`src/rtl/hazard_scoreboard.sv`:
```
// -----------------------------------------------------------------------------
// hazard_scoreboard
//
// Tracks in-flight register results and the Z/N/V flags for an in-order
// pipeline. It decides when the instruction in ID must wait, and it drives
// the per-stage stall and flush controls.
//
// Each architectural register r (1..NREGS-1) has a small down-counter
// pend_reg[r]. This counter holds the number of cycles until that register's
// pending result can be forwarded. fpend_reg does the same job for the flags.
// Register 0 is hardwired to "never pending".
//
// Ports
//   clk, rst_n            clock, asynchronous active-low reset
//   id_valid              ID holds a real instruction
//   id_rs / id_rt         source register indices
//   id_rs_used/_rt_used   the source is actually read
//   id_mem_write          ID instruction is a store (rt is store data)
//   id_branch / id_br     conditional branch / register-indirect branch
//   id_writes, id_rd      destination write enable and index
//   id_lat                cycles until the result is forwardable
//   id_sets_flags         instruction updates Z/N/V
//   icache_busy           instruction-cache miss in progress
//   dcache_busy           data-cache miss in progress
//   update_pc             front end must redirect
//   pc_stall .. ex_mem_stall  per-stage hold signals
//   mem_flush/id_flush/if_flush  bubble insertion
//   stall_cycles          saturating count of cycles with if_id_stall=1
//   hazard_cause          0 none, 1 dcache, 2 operand, 3 flag, 4 BR operand
// -----------------------------------------------------------------------------
module hazard_scoreboard #(
    parameter int NREGS   = 16,
    parameter int RW      = 4,
    parameter int MAX_LAT = 3,
    parameter int CNT_W   = 16
) (
    input  logic             clk,
    input  logic             rst_n,
    input  logic             id_valid,
    input  logic [RW-1:0]    id_rs,
    input  logic [RW-1:0]    id_rt,
    input  logic             id_rs_used,
    input  logic             id_rt_used,
    input  logic             id_mem_write,
    input  logic             id_branch,
    input  logic             id_br,
    input  logic             id_writes,
    input  logic [RW-1:0]    id_rd,
    input  logic [1:0]       id_lat,
    input  logic             id_sets_flags,
    input  logic             icache_busy,
    input  logic             dcache_busy,
    input  logic             update_pc,
    output logic             pc_stall,
    output logic             if_id_stall,
    output logic             id_ex_stall,
    output logic             ex_mem_stall,
    output logic             mem_flush,
    output logic             id_flush,
    output logic             if_flush,
    output logic [CNT_W-1:0] stall_cycles,
    output logic [2:0]       hazard_cause
);

    localparam int            PW        = (MAX_LAT < 1) ? 1 : $clog2(MAX_LAT + 1);
    localparam logic [PW-1:0] MAX_LAT_P = PW'(MAX_LAT);
    localparam logic [PW-1:0] ONE_P     = PW'(1);

    logic [PW-1:0]    pend_reg  [NREGS];
    logic [PW-1:0]    pend_next [NREGS];
    logic [PW-1:0]    fpend_reg;
    logic [PW-1:0]    fpend_next;
    logic [CNT_W-1:0] stall_cnt_reg;
    logic [CNT_W-1:0] stall_cnt_next;

    logic [PW-1:0]    lat_clamped;
    logic [PW-1:0]    rs_pend;
    logic [PW-1:0]    rt_pend;
    logic             operand_hazard;
    logic             flag_hazard;
    logic             br_hazard;
    logic             id_hazard;
    logic             issue;

    // A latency larger than the deepest pipeline is meaningless, so it is
    // clamped rather than wrapped.
    assign lat_clamped = (32'(id_lat) > MAX_LAT) ? MAX_LAT_P : PW'(id_lat);

    // Source lookups. Register 0 and indices beyond NREGS read as
    // "not pending".
    always_comb begin
        rs_pend = '0;
        rt_pend = '0;
        for (int i = 1; i < NREGS; i++) begin
            if (32'(id_rs) == i) rs_pend = pend_reg[i];
            if (32'(id_rt) == i) rt_pend = pend_reg[i];
        end
    end

    // Store data with one cycle remaining is forwarded MEM->MEM. So a store
    // whose rt is just about to be produced does not need to wait.
    assign operand_hazard = id_valid &
                            ((id_rs_used & (rs_pend != '0)) |
                             (id_rt_used & (rt_pend != '0) &
                              ~(id_mem_write & (rt_pend == ONE_P))));
    assign flag_hazard    = id_valid & id_branch & (fpend_reg != '0);
    // BR resolves its target in ID, where no operand forwarding exists.
    assign br_hazard      = id_valid & id_branch & id_br & (rs_pend != '0);
    assign id_hazard      = operand_hazard | flag_hazard | br_hazard;
    assign issue          = id_valid & ~id_hazard & ~dcache_busy;

    // Per-register next state. A load on issue wins over the decrement.
    // A data-cache miss freezes every counter, because the pipeline
    // behind ID is frozen as well.
    genvar gi;
    generate
        for (gi = 0; gi < NREGS; gi++) begin : g_pend
            if (gi == 0) begin : g_zero
                assign pend_next[gi] = '0;
            end else begin : g_live
                logic load;
                assign load = issue & id_writes & (32'(id_rd) == gi);
                assign pend_next[gi] = load ? lat_clamped :
                                       ((~dcache_busy & (pend_reg[gi] != '0)) ?
                                        pend_reg[gi] - ONE_P : pend_reg[gi]);
            end
        end
    endgenerate

    assign fpend_next = (issue & id_sets_flags) ? lat_clamped :
                        ((~dcache_busy & (fpend_reg != '0)) ?
                         fpend_reg - ONE_P : fpend_reg);

    assign stall_cnt_next = (if_id_stall && (stall_cnt_reg != '1)) ?
                            stall_cnt_reg + CNT_W'(1) : stall_cnt_reg;

    always_ff @(posedge clk or negedge rst_n) begin
        if (!rst_n) begin
            for (int i = 0; i < NREGS; i++) pend_reg[i] <= '0;
            fpend_reg     <= '0;
            stall_cnt_reg <= '0;
        end else begin
            for (int i = 0; i < NREGS; i++) pend_reg[i] <= pend_next[i];
            fpend_reg     <= fpend_next;
            stall_cnt_reg <= stall_cnt_next;
        end
    end

    // Stall and flush controls
    assign ex_mem_stall = dcache_busy;
    assign id_ex_stall  = dcache_busy;
    assign mem_flush    = dcache_busy;
    assign if_id_stall  = dcache_busy | id_hazard;
    assign pc_stall     = icache_busy | if_id_stall;
    assign id_flush     = id_hazard;
    // A redirect is only taken when the front end is actually advancing.
    assign if_flush     = icache_busy | (~if_id_stall & update_pc);
    assign stall_cycles = stall_cnt_reg;

    always_comb begin
        if (dcache_busy)         hazard_cause = 3'd1;
        else if (br_hazard)      hazard_cause = 3'd4;
        else if (flag_hazard)    hazard_cause = 3'd3;
        else if (operand_hazard) hazard_cause = 3'd2;
        else                     hazard_cause = 3'd0;
    end

endmodule
```
`config.mk`:
```
export PLATFORM = sky130hd
export DESIGN_NAME = hazard_scoreboard
export DESIGN_NICKNAME = d
export VERILOG_FILES = /design/src/rtl/hazard_scoreboard.sv
export SDC_FILE = /design/constraint.sdc
export NUM_CORES = 1
export LEC_CHECK = 0
export BUFFER_PORTS_ARGS = -buffer_cell sky130_fd_sc_hd__buf_4
export CORE_AREA = 2 2 95 97
export DETAILED_ROUTE_END_ITERATION = 8
export DIE_AREA = 0 0 97 99
export GPL_TIMING_DRIVEN = 0
export PLACE_DENSITY = 0.74
export SYNTH_ARGS = -nofsm -noshare
export SYNTH_HDL_FRONTEND = slang
export SYNTH_SLANG_ARGS = --single-unit
```
`constraint.sdc`:
```
create_clock -name clk -period 5.7 [get_ports clk]
set_input_delay 0.855 -clock clk [delete_from_list [all_inputs] [get_ports clk]]
set_output_delay 0.855 -clock clk [all_outputs]
set_load 0.02 [all_outputs]
```
Yosys cells after proc, flatten, opt, wreduce, memory -nomap -nowiden:

Cells that the tools add are included.
Widths: inputs -> output; s select.

* logic and storage cells: 237
* output and inout port bits: 26
* bits in registers: 48

* multiplexer cells: 66
* bitwise logic cells: 55
* equal/unequal tests: 47
* add/sub/neg operators: 17
* reductions and logical operators: 35

Operators by type and width (number)
* $mux 2: 64
* $eq 4x4->1 const B: 24
* $reduce_bool 2->1: 34
* $eq 4x3->1 const B: 12
* $and 1x1->1: 45
* $sub 2x1->2 const B: 16
* $eq 4x2->1 const B: 6
* $add 16x1->16 const B: 1
* $ne 16x16->1 const B: 1
* $eq 4x1->1 const B: 3
* $mux 3: 2
* $or 1x1->1: 6
* $not 1->1: 4
* $eq 2x1->1 const B: 1
* $logic_and 1x1->1: 1

Depth between registers and ports, before layout:

* depth in word-level cells: 30
* mapped depth: 12
* depth with buffers taken out: 8

Worst setup path before layout:

No wires, ideal clock.

* path type: in2out
* start: in id_rs[0]
* end: out hazard_cause[1]
* data required time: 4845 ps
* path buffers: 4
* stages: 12
* data arrival time: 2833 ps
* setup slack: 2012 ps
* cell sequence: buf_2 > buf_2 > a21oi_1 > nor4b_1 > o22ai_1 > o2111ai_1 > nand3_1 > a21boi_2 > buf_2 > buf_2 > inv_1 > nor2_1

* cells in the longest elaborated chain, start to end: 24
* elaborated cells between the ends (all ways): 39
* those cells by class: 15 x eq/ne; 19 x mux; 4 x bitwise; 1 x reduce/logical

RTL lines
* start: declaration: RTL line 40 `input logic [RW-1:0] id_rs,`
* $eq 4x1->1: RTL line 95 `if (32'(id_rs) == i) rs_pend = pend_reg[i];`
* $mux 2 (14 in a row): RTL line 95
* $mux 2 *: RTL line 95
* $reduce_bool 2->1 *: RTL line 103, 108
* $and 1x1->1: RTL line 103 `((id_rs_used & (rs_pend != '0)) |`
* $or 1x1->1: RTL line 103
* $and 1x1->1: RTL line 102 `assign operand_hazard = id_valid &`
* $mux 2: RTL line 164 `else if (operand_hazard) hazard_cause = 3'd2;`
* $mux 2: RTL line 163 `else if (flag_hazard) hazard_cause = 3'd3;`
* $mux 3 *: RTL line 162 `else if (br_hazard) hazard_cause = 3'd4;`
* $mux 3 *: RTL line 161 `if (dcache_busy) hazard_cause = 3'd1;`
* end: declaration: RTL line 62 `output logic [2:0] hazard_cause`

Mark *: on every way between the ends. The rest lies on a longest branch, timed or not.

Worst setup path after layout:

* start: in id_rs[2]
* end: out id_flush

* cells in the longest elaborated chain, start to end: 22
* elaborated cells between the ends (all ways): 37
* those cells by class: 15 x eq/ne; 15 x mux; 6 x bitwise; 1 x reduce/logical

RTL lines
* $eq 4x1->1: RTL line 95
* $mux 2 (14 in a row): RTL line 95
* $mux 2 *: RTL line 95
* $reduce_bool 2->1 *: RTL line 103, 108
* $and 1x1->1: RTL line 103
* $or 1x1->1: RTL line 103
* $and 1x1->1: RTL line 102
* $or 1x1->1: RTL line 109 `assign id_hazard = operand_hazard | flag_hazard | br_hazard;`
* $or 1x1->1 *: RTL line 109
* end: declaration: RTL line 59 `output logic id_flush,`

Marks and branches as above.

==> summary.txt <==
CTS
  • Clk root buf: clkbuf_8
  • CTS tree: yes
  • CTS Buf Count: 5
  • Clock Latency Late Sink: 0.30 ns
  • H-tree Lvls: 2
  • # clock sinks: 48
  • Post_cts resized: 0
  • Clk slew on worst S/H paths: 0.09 ns
  • CTS max path bufs: 2
  • Post-CTS setup buffer count: 0
  • Hold buffers post-CTS: 0

Worst hold path
  • Hold Crit Class: reg -> reg
  • Hold path depth: 1
  • Hold path startpoint: stall_cycles[9]
  • Hold Path Sink: stall_cycles[9]

Yosys
  • Sequential share of the synthesized area: 31.7%
  • Yosys warns: 0
  • Post-synth cell types: 62
  • Leading area contributor after synthesis: dfrtp_1
  • Count leader, synth: dfrtp_1
  • Syn_nets: 450
  • Post-synth EDFFs: 0
  • Ys flop type: dfrtp_1
  • Cell Area, Synth: 0.00379 sq mm
  • Syn Area/Cell: 9.34 sq um
  • Cells after synthesis: 406
  • Share of Yosys cell area claimed by the top area cell type: 31.7%
  • Most frequent cells after synthesis: dfrtp_1, inv_1, nor2_1
  • Synth top area cells: dfrtp_1, xnor2_1, ha_1
  • Async S/R FF share, synth: 100%
  • #FFs+latches synth: 48

Floorplanning
  • Core ar.: 0.00855 sq mm
  • Row count: 34
  • Die height: 99 um
  • Initial Utilization: 44.4%
  • Die area: 0.00960 sq mm
  • # IOs: 53
  • Chip width: 97 um

Timing
  • Max Fclk: 224 MHz
  • Fin. max-slew vios: 0
  • Final worst path period need: 4.47 ns
  • Worst setup margin: 1.23 ns
  • Worst Tran Pin Value: 0.783 ns
  • TNS Setup: 0 ns
  • Layout Skew: 0.00674 ns
  • RSZ-0062 raised after global routing: false
  • Final hold vios: 0
  • Rel. slew slack: 47.3%
  • Final setup violation count: 0
  • Tcrit/Tclk final: 78.4%

Finish
  • FF+latch area: 0.00120 sq mm
  • Share of post-route cells with drive strength above 1: 22.9%
  • # nets final: 506
  • Largest register FFs: 30
  • Area growth, synth to finish: 16.6%
  • Ant diodes: 0
  • Post-route cell area: 0.00442 sq mm
  • Area occupied by multi-input gates: 0.00229 sq mm
  • Fillers: 784

Detailed routing
  • DRT antenna net count: 0
  • Vias: 3343
  • Vias per inst: 5.85
  • DRT iter0 DRCs: 169
  • Routed len/inst: 17.2 um
  • Pre-Repair DR Iteration Count: 6
  • DRC: 0
  • Final Routed Wirelength: 9.85 mm

GRT
  • First-pass GRT wire length: 16.7 mm
  • GRT overflow: 0
  • Initial antenna violation count: 0
  • Overall Global Routing Usage: 21.0%
  • Largest net degree at the start of global routing: 49
  • Vias in the first global route: 3401

Place
  • Post-DP Area: 0.00430 sq mm
  • Place WS: 1.37 ns
  • RD Place Congestion: 0.902
  • Hpwl dp: 7.58 mm
  • Number of port buffers: 49

Worst setup path
  • Worst reg-to-reg setup slack: 2.68 ns
  • Worst Path Max Fanout: 10
  • CP Capture Type: primary output
  • Setup CP Type: in -> out
  • FF-to-FF path depth: 8
  • CP Launch Type: input pin
  • Worst endpoint required time: 4.85 ns
  • Reg2reg end: pend_reg[16]
  • Worst r2r src: pend_reg[7]
  • Worst EP arrival: 3.61 ns

Power and ir drop
  • Pwr Total: 1.76 mW
  • Pwr dens: 398 mW/mm^2
  • Lkg Pwr: 1.96 nW
  • Peak supply drop: 0.000250 V

Run status
  • Status: finished, final reports clean

Flow run
  • Max-Cap Viols: 0
## cells in the final DEF (no fill, tap or decap), types with 9 or more instances in the layout
master and count:
buf_4 58, dfrtp_1 48, inv_1 41, nor2_1 37, xnor2_1 31, mux2_1 18
ha_1 17, a21oi_1 16, mux2_2 14, mux2i_1 13, nand2b_1 12, o211ai_1 12
nand2_1 10, nor4_2 10, and3_1 9
## per-stage QoR
step	cells	utilization (%)	hold slack [ns]
floorplan	406	-	0.559
global placement	563	50.2	0.484
detailed placement	563	50.2	0.502
CTS	571	51.7	0.522
finish	571	51.7	0.515
global route	571	51.7	0.529
## area by class of cell
class,count,share of cell area [%]
clock buffer,7,2.18
inverter,41,3.48
tap,108,3.06
sequential,48,27.2
clock inverter,1,0.679
buffer,24,3.37
timing repair buffer,49,8.32
multi-input combinational,293,51.8
## critical path, stage by stage
cell and delay (ns):
buf_4 0.10, buf_2 0.19, nand2_1 0.09, o32ai_1 0.55, nor4bb_1 0.13, o2111ai_1 0.20
nand3_1 0.15, a21boi_2 0.35, buf_2 0.29, buf_2 0.24, inv_1 0.13, o21ai_0 0.13
buf_4 0.19
## per-layer routing
layer  GRT usage [%]  wire, um
met1            26.2      4210
met2            36.6      4800
met3            4.18       625
met4            6.83       214
met5               0         0
## kinds of logic after synthesis
| logic type | synth area share, % |
|---|---|
| xor gates and xnor gates | 7.16 |
| adders and majority gates | 5.61 |
| buffers and inverters | 7.98 |
| AOI/OAI and AO/OA | 14.9 |
| DFF | 31.7 |
| and+or+nand+nor | 18.9 |
| muxes | 13.7 |
## worst max path at each step
stage / endpoint / cells after the start / startpoint / slack (ns)
6_report: id_flush / 13 / id_rs[2] / 1.23
5_1_grt: id_flush / 14 / id_rs[1] / 1.05
4_1_cts: id_flush / 14 / id_rs[1] / 1.37
3_5_place_dp: id_flush / 14 / id_rs[1] / 1.37
3_3_place_gp: id_flush / 14 / id_rs[1] / 1.38
2_1_floorplan: hazard_cause[1] / 12 / id_rs[0] / 2.01
## report_power, final
part / internal [mW] / switching (mW) / total, mW
Combinational: 0.424 / 0.431 / 0.856
Sequential: 0.487 / 0.145 / 0.632
Clock: 0.155 / 0.118 / 0.273
Total: 1.07 / 0.695 / 1.76
(Power assumes the default switching activity.)
